File: src/rtl/spi_packet_master.sv
// SPI Mode-0 master that reads the 16-byte sensor packet, checks the header and unpacks the fields.
// Ports: clk/rst, done/sdi from the slave, sck/sdo/load to it, decoded fields, pulses and counters.
module spi_packet_master #(
  parameter int          CLK_DIV     = 4,
  parameter logic [7:0]  HEADER_BYTE = 8'hAA,
  parameter int          LOAD_CYCLES = 4,
  parameter int          CLR_TIMEOUT = 1024
) (
  input  logic               clk,
  input  logic               rst,
  input  logic               done,
  input  logic               sdi,
  output logic               sck,
  output logic               sdo,
  output logic               load,
  output logic               busy,
  output logic               pkt_valid,
  output logic               hdr_err,
  output logic               timeout_err,
  output logic signed [15:0] quat_w,
  output logic signed [15:0] quat_x,
  output logic signed [15:0] quat_y,
  output logic signed [15:0] quat_z,
  output logic signed [15:0] gyro_x,
  output logic signed [15:0] gyro_y,
  output logic signed [15:0] gyro_z,
  output logic               quat_valid,
  output logic               gyro_valid,
  output logic [15:0]        pkt_count,
  output logic [7:0]         err_count
);

  localparam int M1   = (CLK_DIV > LOAD_CYCLES) ? CLK_DIV : LOAD_CYCLES;
  localparam int CMAX = (M1 > CLR_TIMEOUT) ? M1 : CLR_TIMEOUT;
  localparam int CW   = $clog2(CMAX + 1);

  localparam logic [CW-1:0] DIV_END = CW'(CLK_DIV - 1);
  localparam logic [CW-1:0] LD_END  = CW'(LOAD_CYCLES - 1);
  localparam logic [CW-1:0] TO_END  = CW'(CLR_TIMEOUT - 1);

  typedef enum logic [2:0] {
    S_IDLE,
    S_SETTLE,
    S_SHIFT,
    S_CHECK,
    S_ACK,
    S_WAIT_CLR
  } state_t;

  state_t          state_q, state_d;
  logic [CW-1:0]   cnt_q, cnt_d;
  logic            sck_q, sck_d;
  logic [6:0]      bit_q, bit_d;
  logic            shift_en;
  logic            word_done;
  logic            to_hit;
  logic            done_s1, done_sync;
  logic            hdr_ok;
  logic [1:0]      err_add;
  logic [8:0]      err_sum;

  // Only the first 127 bits are stored; the 128th is taken straight
  // from sdi on the final edge so the fields load in that same edge.
  logic [126:0]    shreg_q;

  logic            pv_q, he_q, to_q;
  logic [15:0]     f_w, f_x, f_y, f_z;
  logic [15:0]     f_gx, f_gy, f_gz;
  logic            qv_q, gv_q;
  logic [15:0]     pc_q;
  logic [7:0]      err_q;

  assign hdr_ok = (shreg_q[126:119] == HEADER_BYTE);

  always_comb begin
    state_d   = state_q;
    cnt_d     = cnt_q + CW'(1);
    sck_d     = sck_q;
    bit_d     = bit_q;
    shift_en  = 1'b0;
    word_done = 1'b0;
    to_hit    = 1'b0;
    unique case (state_q)
      S_IDLE: begin
        cnt_d = '0;
        sck_d = 1'b0;
        bit_d = '0;
        if (done_sync) state_d = S_SETTLE;
      end
      S_SETTLE: begin
        if (cnt_q == DIV_END) begin
          cnt_d   = '0;
          state_d = S_SHIFT;
        end
      end
      S_SHIFT: begin
        if (cnt_q == DIV_END) begin
          cnt_d = '0;
          if (!sck_q) begin
            sck_d = 1'b1;
          end else begin
            sck_d    = 1'b0;
            shift_en = 1'b1;
            bit_d    = bit_q + 7'd1;
            if (bit_q == 7'd127) begin
              word_done = 1'b1;
              state_d   = S_CHECK;
            end
          end
        end
      end
      S_CHECK: begin
        cnt_d   = '0;
        state_d = S_ACK;
      end
      S_ACK: begin
        if (cnt_q == LD_END) begin
          cnt_d   = '0;
          state_d = S_WAIT_CLR;
        end
      end
      S_WAIT_CLR: begin
        if (!done_sync) begin
          state_d = S_IDLE;
        end else if (cnt_q == TO_END) begin
          to_hit  = 1'b1;
          state_d = S_IDLE;
        end
      end
      default: begin
        state_d = S_IDLE;
        cnt_d   = '0;
        sck_d   = 1'b0;
      end
    endcase
  end

  always_ff @(posedge clk or posedge rst) begin
    if (rst) begin
      state_q   <= S_IDLE;
      cnt_q     <= '0;
      sck_q     <= 1'b0;
      bit_q     <= '0;
      done_s1   <= 1'b0;
      done_sync <= 1'b0;
      shreg_q   <= '0;
    end else begin
      state_q   <= state_d;
      cnt_q     <= cnt_d;
      sck_q     <= sck_d;
      bit_q     <= bit_d;
      done_s1   <= done;
      done_sync <= done_s1;
      if (shift_en) shreg_q <= {shreg_q[125:0], sdi};
    end
  end

  assign err_add = {1'b0, word_done & ~hdr_ok} + {1'b0, to_hit};
  assign err_sum = {1'b0, err_q} + {7'd0, err_add};

  always_ff @(posedge clk or posedge rst) begin
    if (rst) begin
      pv_q  <= 1'b0;
      he_q  <= 1'b0;
      to_q  <= 1'b0;
      f_w   <= '0;
      f_x   <= '0;
      f_y   <= '0;
      f_z   <= '0;
      f_gx  <= '0;
      f_gy  <= '0;
      f_gz  <= '0;
      qv_q  <= 1'b0;
      gv_q  <= 1'b0;
      pc_q  <= '0;
      err_q <= '0;
    end else begin
      pv_q  <= word_done & hdr_ok;
      he_q  <= word_done & ~hdr_ok;
      to_q  <= to_hit;
      err_q <= err_sum[8] ? 8'hFF : err_sum[7:0];
      if (word_done && hdr_ok) begin
        f_w  <= shreg_q[118:103];
        f_x  <= shreg_q[102:87];
        f_y  <= shreg_q[86:71];
        f_z  <= shreg_q[70:55];
        f_gx <= shreg_q[54:39];
        f_gy <= shreg_q[38:23];
        f_gz <= shreg_q[22:7];
        gv_q <= shreg_q[0];
        qv_q <= sdi;
        pc_q <= pc_q + 16'd1;
      end
    end
  end

  assign sck         = sck_q;
  assign sdo         = 1'b0;
  assign load        = (state_q == S_ACK);
  assign busy        = (state_q != S_IDLE);
  assign pkt_valid   = pv_q;
  assign hdr_err     = he_q;
  assign timeout_err = to_q;
  assign quat_w      = f_w;
  assign quat_x      = f_x;
  assign quat_y      = f_y;
  assign quat_z      = f_z;
  assign gyro_x      = f_gx;
  assign gyro_y      = f_gy;
  assign gyro_z      = f_gz;
  assign quat_valid  = qv_q;
  assign gyro_valid  = gv_q;
  assign pkt_count   = pc_q;
  assign err_count   = err_q;

endmodule

File: config.mk
export PLATFORM = sky130hd
export DESIGN_NAME = spi_packet_master
export DESIGN_NICKNAME = d
export VERILOG_FILES = /design/src/rtl/spi_packet_master.sv
export SDC_FILE = /design/constraint.sdc
export NUM_CORES = 1
export LEC_CHECK = 0
export ABC_CLOCK_PERIOD_IN_PS = 11700
export CAP_MARGIN = 30
export CORE_AREA = 2 2 173 175
export DETAILED_ROUTE_END_ITERATION = 12
export DIE_AREA = 0 0 175 177
export GPL_ROUTABILITY_DRIVEN = 0
export GPL_TIMING_DRIVEN = 0
export SETUP_SLACK_MARGIN = 0.1
export SLEW_MARGIN = 20
export SYNTH_ARGS = -nofsm -noshare
export SYNTH_HDL_FRONTEND = slang
export SYNTH_SLANG_ARGS = --single-unit
File: constraint.sdc
create_clock -name clk -period 11.7 [get_ports clk]
set_input_delay 1.755 -clock clk [delete_from_list [all_inputs] [get_ports clk]]
set_output_delay 1.755 -clock clk [all_outputs]
set_load 0.005 [all_outputs]
; ---- After elaboration in Yosys (flattened, before gate mapping)
; Index checks and enable logic that the tools add are counted.
[op_classes]
bitwise_logic = 4
div_mod_pow = 0
order_cmp = 0
mux = 28
eq_ne = 16
n_reduce_logical = 9
add_sub_neg = 5
n_mul = 0
shift = 0
[ops]
columns = cell, n
row1 = 3-bit 2-to-1 mux, 8
row2 = 11-bit one-hot mux with 2 select lines, 1
row3 = 3-bit one-hot mux with 6 select lines, 1
row4 = 16-bit by 1-bit adder with 16-bit output (second input constant), 1
row5 = 7-bit 2-to-1 mux, 2
row6 = 7-bit one-hot mux with 2 select lines, 1
row7 = 1-bit 2-to-1 mux, 12
row8 = 11-bit by 1-bit adder with 11-bit output (second input constant), 1
row9 = 11-bit by 10-bit == test with 1-bit output (second input constant), 1
row10 = 11-bit by 2-bit == test with 1-bit output (second input constant), 1
row11 = 11-bit 2-to-1 mux, 1
row12 = 2-bit inequality test (second input constant), 5
row13 = 8-bit by 2-bit adder with 9-bit output, 1
row14 = 8-bit == test (second input constant), 1
row15 = 8-bit 2-to-1 mux, 1
row16 = 7-bit by 1-bit adder with 7-bit output (second input constant), 1
row17 = 7-bit == test (second input constant), 1
row18 = 7-bit AND reduction, 1
row19 = 3-bit by 2-bit == test with 1-bit output (second input constant), 2
row20 = 3-bit == test (second input constant), 2
row21 = 4-bit OR reduction, 1
row22 = 3-bit by 1-bit == test with 1-bit output (second input constant), 1
row23 = 3-bit zero test, 1
row24 = 3-bit inequality test (second input constant), 1
row25 = other kinds (11), 13
[word_totals]
ramBits = 0
register_bits = 292
wordCells = 83
mem_bits_ro = 0
memories = 0
in_bits = 4
output_inout_bits = 145
latch_bits = 0

; ---- Logic depth before layout (Yosys ltp)
[logic_depth]
depth_word = 9
depth_mapped = 12

; ---- Worst setup path before layout
; Ideal clock, no wire load.
[synth_path]
kind = reg2reg
startpoint = reg cnt_q[0]
endpoint = reg err_q[7], in the netlist err_count[7]
path_stages_with_launch = 10
t_required_ps = 11575
setup_slack_ps = 8735
arrival_ps = 2840
period_less_slack_ps = 2965
cell_sequence = dfrtp_1 -> ha_1 -> nand3_1 -> or4_4 -> or3_2 -> fa_1 -> nand3b_1 -> nor2_1 -> nand3_1 -> mux2_2
[synth_between]
elab_chain_cells = 7
elab_cells_between_ends = 11
cone_classes = add/sub: 2 / eq/ne: 2 / mux: 6 / bitwise: 1
[synth_rtl]
columns = element, line
row1 = "start, declared", 51  ; logic [CW-1:0] cnt_q, cnt_d;
row2 = "start signal, assigned", 149  ; cnt_q <= cnt_d;
row3 = 11-bit by 2-bit == test with 1-bit output or 11-bit by 10-bit == test with 1-bit output (tied branches), "97, 125"
row4 = "1-bit 2-to-1 mux, on equally long branches", "97, 125"
row5 = "1-bit 2-to-1 mux, on equally long branches", "83, 123"
row6 = 1-bit bitwise AND or 1-bit 2-to-1 mux (tied branches), "158, 83"
row7 = 1-bit by 1-bit adder with 2-bit output (*), 158  ; assign err_add = {1'b0, word_done & ~hdr_ok} + {1'b0, to_hit};
row8 = 8-bit by 2-bit adder with 9-bit output (*), 159  ; assign err_sum = {1'b0, err_q} + {7'd0, err_add};
row9 = 8-bit 2-to-1 mux (*), 181  ; err_q <= err_sum[8] ? 8'hFF : err_sum[7:0];
row10 = "end signal, assigned", 181
row11 = "end, declared", 71  ; logic [7:0] err_q;
; Every way passes the cells marked *; elsewhere a longest branch is shown, timed or not.
; A chain may end at the register's enable or synchronous reset.

; ---- Worst setup path after layout
[layout_path]
startpoint = reg state_q[0]
endpoint = out busy
[layout_between]
elab_chain_cells = 1
[layout_rtl]
columns = element, line
row1 = "start, declared", 50  ; state_t state_q, state_d;
row2 = "start signal, assigned", 148  ; state_q <= state_d;
row3 = 3-bit nonzero test, 200  ; assign busy = (state_q != S_IDLE);
row4 = "end, declared", 16  ; output logic busy,
; No other way between the ends.

==> summary.md <==
| Metric | Value |
|---|---|
| Status | finished clean |
| Yosys warnings | 0 |
| CP max stage cell | clkdlybuf4s50_1 |
| IO Count | 149 |
| Clk_lat worst skew | 500 ps |
| Max FO, Critical Path | 10 |
| Area Growth Syn to Fin | 28.0% |
| Post-synth ARST share | 100% |
| Internal Pwr Total | 0.00174 W |
| Crit path cell chain | buf_2, or2_0, nor2_1, inv_1, clkdlybuf4s50_1 |
| Total Die Area | 31000 µm² |
| Syn_nets | 780 |
| Fmax | 245 MHz |
| R2R setup slack | 8090 ps |
| Unrepaired setup endpoints after global routing | no |
| Largest net degree at the start of global routing | 100 |
| Clock transition at the registers of the reported paths | 60 ps |
| Vias in the first global route | 6903 |
| Routed WL per cell | 16.1 µm |
| Core area | 29200 µm² |
| Combinational share of power | 4.9% |
| Final net count | 966 |
| Post-CTS sizing | 0 |
| Worst-margin pin slew | 669 ps |
| Peak VDD IR | 168 µV |
| Initial antenna violation count | 0 |
| CP startpoint | state_q[0]$_DFFE_PP0P_ |
| CTS max path bufs | 3 |
| Hold path cells | 0 |
| Final period util | 34.9% |
| DP Wirelength | 14400 µm |
| CTS buffer count | 34 |
| Syn Inst Count | 771 |
| DRC | 0 |
| Startpoint types | flip-flop |
| Routed vias | 6681 |
| Post-CTS Hold Buffers | 0 |
| Reg2reg path depth | 12 |
| Post-synth EDFFs | 0 |
| DRT Wirelength | 22000 µm |
| Drt first-iter violations | 360 |
| Worst hold path class | flip-flop to flip-flop |
| Min setup slack post-route | 7610 ps |
| Worst reg2reg path endpoint | err_count[5]$_DFF_PP0_ |
| P_leak | 7.22 nW |
| Flop pwr share | 46.2% |
| Total setup buffers inserted after CTS | 0 |
| CP delay by family, top | buffers and inverters |
| Syn Area/Cell | 14.9 µm² |
| Max_slew headroom | 55.4% |
| CTS sink cnt | 292 |
| Register area share after synthesis | 63.5% |
| Net switching power | 0.000487 W |
| Max Cap Viol | 0 |
| Worst Setup Path Type | flip-flop to output port |
| Port bufs | 147 |
| CTS root buf | clkbuf_16 |
| CP max stage delay | 480 ps |
| GRT overflow | 0 |
| First-pass GRT wire length | 36500 µm |
| Die H | 177 µm |
| Crit. End Element | output port |
| Hold Vio Cnt, Final | 0 |
| Synthesis-stage register bit count | 292 |
| Critical path buffers and inverters | 3 |
| Non-filler cells, final | 1369 |
| Inserted Diodes | 0 |
| HP Start | done_s1$_DFF_PP0_ |
| Post-route minimum period | 4090 ps |
| Pins Over Slew Limit | 0 |
| Starting density of the core | 39.4% |
| Clock skew | 6.94 ps |
| Setup TNS | 0 ps |
| Crit path required time | 9950 ps |
| Worst EP arrival | 2330 ps |
| Row cnt | 63 |
| Hold slack final | 346 ps |
| Worst reg2reg path startpoint | cnt_q[0]$_DFF_PP0_ |
| Number of library cell types mapped by synthesis | 51 |
| Clock Power Share | 48.9% |
| DRT Pass-1 Iters | 4 |
| Sw Ratio | 21.9% |
| Layout cells sized above 1 | 31.4% |
| Hold Path Sink | done_sync$_DFF_PP0_ |
| Predominant post-synthesis flop cell | dfrtp_1 |
| Die W | 175 µm |
| Power Density | 151 nW/µm² |
| Vias per Instance | 4.88 |
| Antenna-violating nets left | 0 |
| Netlist Area Pre-Place | 11500 µm² |
| Htree depth | 2 |
| Placed cells | 1311 |
| Total Routing Usage GR | 14.5% |
| Place WS | 8040 ps |
| CTS tree | yes |
| Final setup vio count | 0 |
metal layers:
| metal | wire, µm | track usage (%) | up-vias |
|---|---|---|---|
| li1 | - | - | 3115 |
| met5 | 0 | 0 | - |
| met1 | 10300 | 20.1 | 3369 |
| met2 | 9450 | 21.0 | 154 |
| met4 | 567 | 4.76 | 0 |
| met3 | 1700 | 5.48 | 43 |
cell usage in the layout, fill, tap and decap left out, types with 2 or more instances in the layout:
master	n
nor2b_1	4
inv_1	10
nand2_1	28
nor3_1	7
buf_1	3
and4_1	2
nand4_1	9
nand2b_1	5
clkinvlp_4	2
clkinv_2	3
o21ai_0	4
o211ai_1	4
mux2_2	215
ha_1	4
or4_1	5
nor2_1	21
bufinv_16	3
xor2_1	23
clkbuf_1	15
dfrtp_1	292
nand3_1	21
clkbuf_16	37
buf_16	3
mux2_1	28
and4bb_2	2
buf_6	4
nor4_1	9
a21oi_1	8
o31ai_1	2
clkbuf_8	7
and3_1	5
clkdlybuf4s50_1	147
xnor2_1	3
buf_2	18
flip-flops by register name (all words and copies together) (netlist names):
| signal | cells |
|---|---|
| sck | 1 |
| gyro_valid | 1 |
| done_sync | 1 |
| done_s1 | 1 |
| state_q | 3 |
| quat_y | 16 |
| quat_w | 16 |
| timeout_err | 1 |
| hdr_err | 1 |
| gyro_z | 16 |
| gyro_x | 16 |
| bit_q | 7 |
| gyro_y | 16 |
| cnt_q | 11 |
| err_count | 8 |
| pkt_valid | 1 |
| shreg_q | 127 |
| quat_valid | 1 |
| quat_x | 16 |
| quat_z | 16 |
| pkt_count | 16 |
layout make-up:
cell class / instances / area (µm²)
clock inverter: 9 / 129
tap: 390 / 488
inverter: 11 / 48.8
multi-input combinational: 432 / 3970
timing repair buffer: 150 / 1550
fill: 2565 / 14500
buffer: 36 / 191
sequential: 292 / 7310
clock buffer: 49 / 1040
synthesized netlist by cell type, types with 2 or more instances:
master	number	area share (%)
a21oi_1	8	0.35
and3_1	5	0.27
and4_1	2	0.15
and4bb_2	2	0.22
buf_1	3	0.098
buf_2	18	0.78
buf_6	4	0.39
clkbuf_1	10	0.33
dfrtp_1	292	63
ha_1	4	0.43
inv_1	11	0.36
mux2_1	28	2.7
mux2_2	215	21
nand2_1	28	0.91
nand2b_1	5	0.27
nand3_1	21	0.91
nand4_1	9	0.49
nor2_1	21	0.68
nor2b_1	4	0.22
nor3_1	7	0.30
nor4_1	9	0.49
o211ai_1	4	0.26
o21ai_0	4	0.17
o31ai_1	2	0.13
or4_1	5	0.33
xnor2_1	3	0.23
xor2_1	23	1.8
worst max path at each step:
stage,cells past startpoint,slack (ps),to
after detailed placement,12,8040,err_count[5]$_DFF_PP0_
after global routing,5,7450,busy
after CTS,5,7560,busy
after global placement,2,-2040,quat_x[2]$_DFFE_PP0P_
after floorplan,1,1880,bit_q[0]$_DFFE_PP0P_
final,5,7610,busy
metrics by stage:
stage / util (%) / cell area [µm²] / power, W
CTS: 50.4 / 14700 / 0.00226
detailed placement: 46.4 / 13600 / 0.00116
global placement: 46.1 / 13500 / 0.00115
floorplan: - / 11500 / 0.00112
finish: 50.4 / 14700 / 0.00223
global route: 50.4 / 14700 / 0.00232
logic make-up (layout without fill, tap and decap cells):
group                      Yosys count  count (layout)  share of synthesized area [%]
AOI/OAI and AO/OA                   24              24                           1.33
xor gates and xnor gates            26              26                           1.98
adders and majority gates            5               5                          0.609
buffers and inverters               47             255                           2.02
DFF                                292             292                           63.5
muxes                              244             244                           23.9
other                                1               1                         0.0326
and+or+nand+nor                    132             132                           6.68
power groups by stage:
| stage | Sequential (W) | Combinational, W | Clock, W |
|---|---|---|---|
| after floorplan | 0.00105 | 0.0000775 | 0 |
| after global placement | 0.00105 | 0.000106 | 0 |
| after detailed placement | 0.00105 | 0.000112 | 0 |
| after CTS | 0.00103 | 0.000112 | 0.00112 |
| after global routing | 0.00103 | 0.000125 | 0.00117 |
| final | 0.00103 | 0.000109 | 0.00109 |
No activity file was read; power rests on OpenSTA's default activity.
